[src/rtl/vram_arbiter.sv]
// Arbitrates the single-port CHIP-8 RAM between VGA scan-out (via a one-byte
// read cache) and the CPU load/store unit, with a bounded CPU wait.
module vram_arbiter #(
  parameter int ADDR_WIDTH = 12,
  parameter int DATA_WIDTH = 8,
  parameter int MAX_WAIT   = 16,
  parameter int CNT_WIDTH  = 5
) (
  input  logic                  clk,
  input  logic                  reset_n,
  input  logic                  vga_read,
  input  logic [ADDR_WIDTH-1:0] vga_addr,
  output logic [DATA_WIDTH-1:0] vga_data,
  output logic                  vga_valid,
  input  logic                  cpu_req,
  input  logic                  cpu_we,
  input  logic [ADDR_WIDTH-1:0] cpu_addr,
  input  logic [DATA_WIDTH-1:0] cpu_wdata,
  output logic [DATA_WIDTH-1:0] cpu_rdata,
  output logic                  cpu_ack,
  output logic                  mem_en,
  output logic                  mem_we,
  output logic [ADDR_WIDTH-1:0] mem_addr,
  output logic [DATA_WIDTH-1:0] mem_wdata,
  input  logic [DATA_WIDTH-1:0] mem_rdata
);

  typedef enum logic [1:0] {
    IDLE   = 2'd0,
    VGA_RD = 2'd1,
    CPU_RD = 2'd2,
    CPU_WR = 2'd3
  } state_t;

  localparam logic [CNT_WIDTH-1:0] MAX_CNT = CNT_WIDTH'(MAX_WAIT);

  state_t                 state_q, state_d;
  logic [ADDR_WIDTH-1:0]  pend_addr_q, pend_addr_d;
  logic                   cache_valid_q, cache_valid_d;
  logic [ADDR_WIDTH-1:0]  cache_addr_q, cache_addr_d;
  logic [DATA_WIDTH-1:0]  cache_data_q, cache_data_d;
  logic [CNT_WIDTH-1:0]   starve_q, starve_d;
  logic                   cpu_ack_q, cpu_ack_d;
  logic [DATA_WIDTH-1:0]  cpu_rdata_q, cpu_rdata_d;

  logic vga_hit;
  logic fill_in_flight;
  logic vga_miss;
  logic cpu_pend;
  logic force_cpu;
  logic grant_cpu;
  logic grant_vga;
  logic cpu_wr_grant;

  // A miss whose fill is already returning this cycle must not be re-issued.
  assign vga_hit        = vga_read & cache_valid_q & (cache_addr_q == vga_addr);
  assign fill_in_flight = (state_q == VGA_RD) & (pend_addr_q == vga_addr);
  assign vga_miss       = vga_read & ~vga_hit & ~fill_in_flight;
  assign cpu_pend       = cpu_req & ((state_q == IDLE) | (state_q == VGA_RD)) & ~cpu_ack_q;
  assign force_cpu      = vga_miss & cpu_pend & (starve_q == MAX_CNT);

  // Grants are suppressed while reset is held so the RAM sees no strobe.
  assign grant_cpu    = reset_n & cpu_pend & (force_cpu | ~vga_miss);
  assign grant_vga    = reset_n & vga_miss & ~force_cpu;
  assign cpu_wr_grant = grant_cpu & cpu_we;

  assign vga_valid = vga_hit;
  assign vga_data  = cache_data_q;
  assign cpu_ack   = cpu_ack_q;
  assign cpu_rdata = cpu_rdata_q;

  always_comb begin
    mem_en    = 1'b0;
    mem_we    = 1'b0;
    mem_addr  = '0;
    mem_wdata = '0;
    if (grant_vga) begin
      mem_en   = 1'b1;
      mem_addr = vga_addr;
    end else if (grant_cpu) begin
      mem_en    = 1'b1;
      mem_we    = cpu_we;
      mem_addr  = cpu_addr;
      mem_wdata = cpu_wdata;
    end
  end

  always_comb begin
    state_d       = IDLE;
    pend_addr_d   = pend_addr_q;
    cache_valid_d = cache_valid_q;
    cache_addr_d  = cache_addr_q;
    cache_data_d  = cache_data_q;
    starve_d      = starve_q;
    cpu_ack_d     = 1'b0;
    cpu_rdata_d   = cpu_rdata_q;

    if (grant_vga) begin
      state_d     = VGA_RD;
      pend_addr_d = vga_addr;
    end else if (grant_cpu) begin
      state_d = cpu_we ? CPU_WR : CPU_RD;
    end

    // A write landing on the byte being filled overrides the stale RAM data.
    if (state_q == VGA_RD) begin
      cache_valid_d = 1'b1;
      cache_addr_d  = pend_addr_q;
      if (cpu_wr_grant && (cpu_addr == pend_addr_q)) begin
        cache_data_d = cpu_wdata;
      end else begin
        cache_data_d = mem_rdata;
      end
    end else if (cpu_wr_grant && cache_valid_q && (cpu_addr == cache_addr_q)) begin
      cache_data_d = cpu_wdata;
    end

    if (state_q == CPU_RD) begin
      cpu_ack_d   = 1'b1;
      cpu_rdata_d = mem_rdata;
    end else if (cpu_wr_grant) begin
      cpu_ack_d = 1'b1;
    end

    if (!cpu_req || grant_cpu) begin
      starve_d = '0;
    end else if (cpu_pend && (starve_q != MAX_CNT)) begin
      starve_d = starve_q + CNT_WIDTH'(1);
    end
  end

  always_ff @(posedge clk) begin
    if (!reset_n) begin
      state_q       <= IDLE;
      pend_addr_q   <= '0;
      cache_valid_q <= 1'b0;
      cache_addr_q  <= '0;
      cache_data_q  <= '0;
      starve_q      <= '0;
      cpu_ack_q     <= 1'b0;
      cpu_rdata_q   <= '0;
    end else begin
      state_q       <= state_d;
      pend_addr_q   <= pend_addr_d;
      cache_valid_q <= cache_valid_d;
      cache_addr_q  <= cache_addr_d;
      cache_data_q  <= cache_data_d;
      starve_q      <= starve_d;
      cpu_ack_q     <= cpu_ack_d;
      cpu_rdata_q   <= cpu_rdata_d;
    end
  end

endmodule

[config.mk]
export PLATFORM = sky130hd
export DESIGN_NAME = vram_arbiter
export DESIGN_NICKNAME = d
export VERILOG_FILES = /design/src/rtl/vram_arbiter.sv
export SDC_FILE = /design/constraint.sdc
export NUM_CORES = 1
export LEC_CHECK = 0
export CORE_UTILIZATION = 30
export CTS_CLUSTER_SIZE = 25
export DETAILED_ROUTE_END_ITERATION = 10
export PLACE_DENSITY = 0.53
export SYNTH_ARGS = -nofsm -noshare
export SYNTH_HDL_FRONTEND = slang
export SYNTH_SLANG_ARGS = --single-unit
[constraint.sdc]
create_clock -name clk -period 5.2 [get_ports clk]
set_input_delay 1.56 -clock clk [delete_from_list [all_inputs] [get_ports clk]]
set_output_delay 1.56 -clock clk [all_outputs]
set_load 0.01 [all_outputs]
# Word-level counts from Yosys, hierarchy flattened

Cells that the tools add are included.
W data, S select, Z words.

Register bits after elaboration: 49
Input bits: 45
Output and inout port bits: 40
Word-level logic and storage cells: 67

Add/sub/neg operators: 1
Equality and inequality tests: 8
Muxes and demuxes: 16
Bitwise gates (word level): 23
Reduce and logical (&&, ||, !) cells: 10

Operators by type and width:

| cell                  | number |
|---|---|
| $eq A12 B12 Y1        | 4 |
| $mux W8               | 5 |
| $mux W12              | 2 |
| $and A1 B1 Y1         | 14 |
| $mux W1               | 9 |
| $not A1 Y1            | 7 |
| $add A5 B1 Y5 const B | 1 |
| $eq A5 B5 Y1 const B  | 1 |
| $ne A5 B5 Y1 const B  | 1 |
| $logic_and A1 B1 Y1   | 4 |
| $reduce_or A3 Y1      | 1 |
| $eq A2 B1 Y1 const B  | 1 |
| $eq A2 B2 Y1 const B  | 1 |
| $logic_not A2 Y1      | 1 |
| $or A1 B1 Y1          | 2 |
| $reduce_bool A2 Y1    | 1 |
| $reduce_or A2 Y1      | 1 |
| $logic_not A1 Y1      | 1 |
| $logic_or A1 B1 Y1    | 1 |

# Longest topological paths before layout

Gate-level depths: netlist of run 1.

Word-level depth: 14
Gate-level depth with buffers: 7

# Worst setup path after synthesis of run 1

No wires, ideal clock.

Path type: input-to-output
From: in vga_addr[0]
To: out mem_addr[0]
Arrival: 2.984 ns
Required time: 3.640 ns
Setup slack: 0.656 ns
Cell stages on the path: 7
Path buffers: 1
Cells stage by stage: xnor2_1 nand4_1 nor4_4 nor4_4 nor3_4 buf_6 a22o_1

Cells in the longest elaborated chain, start to end: 11
Elaborated cells between the ends (all ways): 18
Those cells by class: eq/ne (2); mux (2); bitwise (14)

RTL lines:

| item                            | RTL line | RTL |
|---|---|---|
| from (decl)                     | 12       | `input logic [ADDR_WIDTH-1:0] vga_addr,` |
| $eq A12 B12 Y1 (*)              | 56       | `assign vga_hit = vga_read & cache_valid_q & (cache_addr_q == vga_addr);` |
| $and A1 B1 Y1 (*)               | 56       |  |
| net vga_valid                   | 14       | `output logic vga_valid,` |
| $not A1 Y1 (*)                  | 58       | `assign vga_miss = vga_read & ~vga_hit & ~fill_in_flight;` |
| $and A1 B1 Y1 (*) (2 in series) | 58       |  |
| $and A1 B1 Y1 (2 in series)     | 60       | `assign force_cpu = vga_miss & cpu_pend & (starve_q == MAX_CNT);` |
| $or A1 B1 Y1                    | 63       | `assign grant_cpu = reset_n & cpu_pend & (force_cpu \| ~vga_miss);` |
| $and A1 B1 Y1                   | 63       |  |
| $mux W12                        | 80       | `end else if (grant_cpu) begin` |
| $mux W12 (*)                    | 77       | `if (grant_vga) begin` |
| to (decl)                       | 23       | `output logic [ADDR_WIDTH-1:0] mem_addr,` |

The timed path passes the listed nets; every way through them passes the cells marked *.

# Final worst setup path of run 1

From: in vga_addr[4]
To: out mem_addr[9]

Cells in the longest elaborated chain, start to end: 11
Elaborated cells between the ends (all ways): 18
Those cells by class: eq/ne (2); mux (2); bitwise (14)

RTL lines:

| item                        | RTL line |
|---|---|
| $eq A12 B12 Y1              | 56 |
| $and A1 B1 Y1               | 56 |
| $not A1 Y1                  | 58 |
| $and A1 B1 Y1               | 58 |
| $and A1 B1 Y1 (*)           | 58 |
| $and A1 B1 Y1 (2 in series) | 60 |
| $or A1 B1 Y1                | 63 |
| $and A1 B1 Y1               | 63 |
| $mux W12                    | 80 |
| $mux W12 (*)                | 77 |

Every way passes the cells marked *; elsewhere a longest branch is shown, timed or not.

==> results of run 1 <==
-- layout by cell type (no fill, tap or decap), types with 2 or more instances in the layout --
cell	instances
clkbuf_2	3
ha_1	2
nor4_4	3
clkdlybuf4s50_1	50
a21oi_1	33
xnor2_2	6
a22o_1	13
inv_1	3
nor3_4	2
dfxtp_1	49
nand4b_1	8
buf_6	2
nand2_1	47
clkbuf_8	6
nand3_1	26
nand2b_1	2
o2111ai_1	16
o21ai_0	12
buf_4	25
nor2_1	5
xnor2_1	43
nand4_1	10
dlygate4sd2_1	26
xor2_1	3
nor4_1	2
clkdlybuf4s15_1	5
nor3_1	5
and2_1	10
-- cell families (layout without fill, tap and decap cells) --
logic type,count (synthesis),in the layout
xor gates and xnor gates,52,52
and+or+nand+nor,127,127
AOI/OAI and AO/OA,75,75
DFF,49,49
adders and majority gates,2,2
buffers and inverters,24,123
muxes,2,2
-- through the flow --
step / cells / area, um^2
final: 538 / 4000
after global routing: 538 / 4000
after CTS: 538 / 3970
after detailed placement: 527 / 3870
after global placement: 527 / 3870
after floorplan: 331 / 2820
-- worst reg2reg max path: cells and delay by family (launching register included) --
family	cells	cell delay, ps
flip-flops	1	410
AO/OA/AOI/OAI	1	170
AND/OR/NAND/NOR	5	1320
buffers and inverters	1	140
-- routing by layer --
| metal | up-vias | track usage | part of all wire |
|---|---|---|---|
| li1 | 1386 | - | - |
| met5 | - | 0 | 0 |
| met2 | 55 | 0.304 | 0.47 |
| met4 | 0 | 0.0344 | 0.0056 |
| met3 | 4 | 0.0298 | 0.039 |
| met1 | 1319 | 0.261 | 0.48 |
-- flip-flops by register name, summed over array words and instances, names as in the netlist --
name	cells
pend_addr_q	12
starve_q	5
cpu_rdata	8
cpu_ack	1
cache_addr_q	12
state_q	2
cache_valid_q	1
vga_data	8
-- how the worst min path moves through the flow --
stage	startpoint	end	cells past startpoint
after floorplan	cache_valid_q	cache_valid_q	2
after global placement	cpu_rdata[6]	cpu_rdata[6]	2
after detailed placement	cpu_rdata[1]	cpu_rdata[1]	2
after CTS	cpu_rdata[1]	cpu_rdata[1]	2
after global routing	cpu_rdata[2]	cpu_rdata[2]	2
final	cpu_rdata[0]	cpu_rdata[0]	2
-- cell type report --
class / count / area, um^2
flip-flops and latches: 49 / 981
repair buffers: 111 / 1000
clock buffers: 6 / 82.6
well taps: 108 / 135
clock inverters: 2 / 13.8
fillers: 885 / 4900
inverters: 4 / 15.0
multi-input cells: 258 / 1760
-- power by group through the flow --
| stage | clock network (mW) | registers [mW] | logic [mW] |
|---|---|---|---|
| finish | 0.242 | 0.406 | 0.199 |
| CTS | 0.251 | 0.405 | 0.197 |
| detailed placement | 0 | 0.414 | 0.202 |
| global placement | 0 | 0.413 | 0.202 |
| global route | 0.263 | 0.408 | 0.214 |
| floorplan | 0 | 0.413 | 0.0954 |
-- repair_timing --
item / 4_1_cts / 5_1_grt
pin swaps: 7 / 3
resized for setup: 40 / 13
setup endpoints to repair: 23 / 20
buffers inserted: 3 / 0
==> impl_metrics.yaml, run 1 <==
synth:
  ys_seq_area_frac: 0.348
  ys_top_cells_by_count: "dfxtp_1, xnor2_1, nand2_1"
  synth-seq-cells: 49
  synth_compound_area_frac: 0.173
  synth_area_um2: 2820
  synthFlopType: "dfxtp_1"
  synth_top_area_frac: 0.348
  synthAdderAreaFrac: 0.00888
  syn-num-nets: 378
  yosysTopAreaCell: "dfxtp_1"
  synth_area_leaders: "dfxtp_1, xnor2_1, nand2_1, a21oi_1, o2111ai_1"
  synth_top_family_by_area: "simple AND/OR/NAND/NOR gates"
  synth_simple_gate_area_share: 0.258
  async_reset_ff_frac: 0
  synth_edf_count: 0
  avgSynthCellArea_um2: 8.51
  synth_xor_area_frac: 0.162
  yosysUniqueCellTypes: 35
  synth.mux.area_fraction: 0.00755
  yosys_warnings: 0
  synthCells: 331
finish:
  antenna_cells: 0
  drive_above_1_share: 0.128
  fin_util: 0.449
  nets: 476
  area_delta_synth_final_pct: 41.8
setup_path:
  crit_end: "mem_addr[9]"
  cpLargestDelayFamily: "buffers and inverters"
  end_kind: "output port"
  worstPathCellList: "dlygate4sd2_1, buf_4, xnor2_2, nand4_1, nor4_4, or3_4, nor3_4, buf_6, a22o_1, dlygate4sd2_1"
  path_max_fanout: 11
  timing.critical_path.arrival_ps: 3560
  cp_slowest_cell: "or3_4"
  crit_type: "in -> out"
  rr_worst_depth: 7
  path_buf_inv: 4
  worst_r2r_startpoint: "state_q[1]"
  r2r_end: "pend_addr_q[5]"
  worst-endpoint-required_ps: 3640
  startpoint: "vga_addr[4]"
  cp-start-kind: "input port"
  slowest_delay_ps: 410
  regToRegSetupSlack_ps: 3100
  crit_cells: 10
  crit_top_cell: "dlygate4sd2_1"
grt:
  grt_pass1_vias: 2696
  grt_pass1_wl_um: 14400
  grt_max_degree: 35
  grt_overflow: 0
  grt.total_usage: 0.187
  antenna_found_initial: 0
placed_design:
  hpwl_um: 6760
  place_ws_ps: -464
  numPortBuffers: 84
  place_congestion: 0.850
timing:
  drv_slew: 0
  finClkSkew_ps: 9.62
  tns_ps: 0
  fmax_mhz: 195
  max-slew-margin-rel: 0.377
  hold_viol_final: 0
  hold_slack_ps: 464
  grt_setup_unrepaired: "yes"
  fin_crit_ps: 5120
  worst_pin_slew_ps: 930
  setup-violations-final: 0
  fin_ws_ps: 79.5
  period_share: 0.985
routing:
  ant_nets: 0
  routed_wl_um: 9150
  vias_per_cell: 5.14
  drc: 0
  drt_pre_antenna_iters: 4
  dr.first_iter.drc_count: 135
  wl_per_cell_um: 17.0
  via_count: 2764
floorplan:
  io-pin-count: 85
  coreArea_um2: 8890
  dieHeight_um: 98.9
  start_util: 0.317
  die_area_um2: 9780
  std_cell_rows: 34
  die_w_um: 98.9
power:
  clkPwrFrac: 0.286
  p_switching_uw: 246
  finalPower_uw: 846
  swShare: 0.291
  cellPowerDensity_nw_per_um2: 212
  power_leakage_nw: 1.48
  power_frac_comb: 0.235
  p_seq_frac: 0.479
  peakVddDrop_mv: 0.0914
  p_int_uw: 600
clock_network:
  cts.sinks: 49
  clk-insertion-delay-late_ps: 300
  clock_path_buffers: 2
  clk_pin_slew_worst_paths_ps: 100
  cts-root-buf: "clkbuf_8"
  holdBufCountCts: 0
  tritoncts: "yes"
  htree_num_levels: 2
  cts_made_buffers: 5
job:
  max-cap-violations: 0
worst_hold_path:
  min_path_type: "reg -> reg"
outcome:
  status: "finished clean"
Note: power is estimated with default switching activity, not from simulation.
==> inputs of run 2 (changes only) <==
--- a/config.mk
+++ b/config.mk
@@ -9,6 +9,7 @@
 export CTS_CLUSTER_SIZE = 25
 export DETAILED_ROUTE_END_ITERATION = 10
 export PLACE_DENSITY = 0.53
+export SKIP_LAST_GASP = 1
 export SYNTH_ARGS = -nofsm -noshare
 export SYNTH_HDL_FRONTEND = slang
 export SYNTH_SLANG_ARGS = --single-unit
==> impl_metrics.yaml, run 2 (same netlist as run 1, synthesis figures left out) <==
routing:
  routed_wl_um: 9130
  dr.first_iter.drc_count: 130
  drc: 0
  wl_per_cell_um: 17.0
  drt_pre_antenna_iters: 4
  via_count: 2790
  vias_per_cell: 5.19
  ant_nets: 0
timing:
  drv_slew: 0
  hold_slack_ps: 464
  grt_setup_unrepaired: "yes"
  fmax_mhz: 195
  fin_crit_ps: 5120
  fin_ws_ps: 83.0
  worst_pin_slew_ps: 984
  setup-violations-final: 0
  max-slew-margin-rel: 0.344
  finClkSkew_ps: 9.28
  period_share: 0.984
  hold_viol_final: 0
clock_network:
  tritoncts: "yes"
  clk_pin_slew_worst_paths_ps: 100
  cts-root-buf: "clkbuf_8"
  cts.sinks: 49
  htree_num_levels: 2
  clk-insertion-delay-late_ps: 300
  cts_made_buffers: 5
  clock_path_buffers: 2
power:
  power_frac_comb: 0.235
  cellPowerDensity_nw_per_um2: 212
  p_int_uw: 600
  peakVddDrop_mv: 0.0917
  swShare: 0.291
  clkPwrFrac: 0.286
  power_leakage_nw: 1.48
  p_seq_frac: 0.480
  p_switching_uw: 246
  finalPower_uw: 846
setup_path:
  cpLargestDelayFamily: "buffers and inverters"
  timing.critical_path.arrival_ps: 3560
  cp-start-kind: "input port"
  end_kind: "output port"
  worst-endpoint-required_ps: 3640
  crit_type: "in -> out"
  crit_top_cell: "dlygate4sd2_1"
  cp_slowest_cell: "or3_4"
  slowest_delay_ps: 410
  path_buf_inv: 4
  worstPathCellList: "dlygate4sd2_1, buf_4, xnor2_2, nand4_1, nor4_4, or3_4, nor3_4, buf_6, a22o_1, dlygate4sd2_1"
  path_max_fanout: 11
grt:
  grt_pass1_vias: 2696
  met2_usage: 0.304
  grt.total_usage: 0.187
  busiest_layer: "met2"
  grt_max_degree: 35
  grt_use_met3: 0.0298
  grt_pass1_wl_um: 14400
  antenna_found_initial: 0
  grtUsageMet1: 0.261
  grt_overflow: 0
floorplan:
  start_util: 0.317
  std_cell_rows: 34
  dieHeight_um: 98.9
  die_w_um: 98.9
  coreArea_um2: 8890
  io-pin-count: 85
  die_area_um2: 9780
finish:
  final_common_cell: "clkdlybuf4s50_1"
  fin_util: 0.449
  nets: 476
  drive_above_1_share: 0.128
  antenna_cells: 0
  top_regs: "cache_addr_q (12), pend_addr_q (12)"
  fillCellCount: 886
  final_cell_mix: "clkdlybuf4s50_1, dfxtp_1, nand2_1"
  area_delta_synth_final_pct: 41.8
  final_area_um2: 3990
placed_design:
  place_ws_ps: -464
  numPortBuffers: 84
  hpwl_um: 6760
  dpl_cell_area_um2: 3870
  place_congestion: 0.850
job:
  max-cap-violations: 0
worst_hold_path:
  min_path_type: "reg -> reg"
outcome:
  status: "finished clean"
-- run 2: cell types whose count changed in the layout (fill, tap and decap cells not counted) --
cell,before,now
clkdlybuf4s15_1,5,3
dlygate4sd2_1,26,28
-- run 2: path summary, 6_finish.rpt --
kind	slack, ps	to	from	cells after the start
worst min register to register	460	cpu_rdata[0]	cpu_rdata[0]	2
worst max register to register	3110	vga_data[5]	pend_addr_q[2]	6
worst min-delay path	460	cpu_rdata[0]	cpu_rdata[0]	2
worst max-delay path	80	mem_addr[9]	vga_addr[4]	10
-- run 2: layout make-up --
cell class                      count  area [um^2]  share of cell area
Inverter                            4         15.0             0.00376
Tap cell                          108          135              0.0338
Clock buffer                        6         82.6              0.0207
Timing Repair Buffer              111         1000               0.251
Sequential cell                    49          981               0.246
Clock inverter                      2         13.8             0.00345
Multi-Input combinational cell    258         1760               0.442
-- run 2: power groups by stage --
stage	Clock, mW	Combinational [mW]	Sequential (mW)
finish	0.242	0.198	0.406
CTS	0.251	0.197	0.405
floorplan	0	0.0954	0.413
detailed placement	0	0.202	0.414
global placement	0	0.202	0.413
global route	0.263	0.214	0.408
-- run 2: timing repair --
action | in CTS | in global routing
gates resized for setup | 40 | 11
pin swaps | 7 | 3
endpoints found under the setup margin | 23 | 20
setup buffers | 3 | 0
hold buffers | 0 | 0
-- run 2: layer usage --
| layer | vias to the layer above | wire, um |
|---|---|---|
| met5 | - | 0 |
| met4 | 0 | 51 |
| met3 | 4 | 387 |
| met2 | 65 | 4290 |
| met1 | 1335 | 4400 |
| li1 | 1386 | - |
-- run 2: per-stage QoR --
step / TNS [ps] / cells
3_3_place_gp: -9150 / 527
5_1_grt: -30.3 / 538
3_5_place_dp: -9570 / 527
6_report: 0 / 538
2_1_floorplan: 0 / 331
4_1_cts: 0 / 538
-- run 2: worst min-delay path, stage by stage, from the launching register on --
cell	delay [ps]
dfxtp_1	320
nand2_1	50
a21oi_1	50
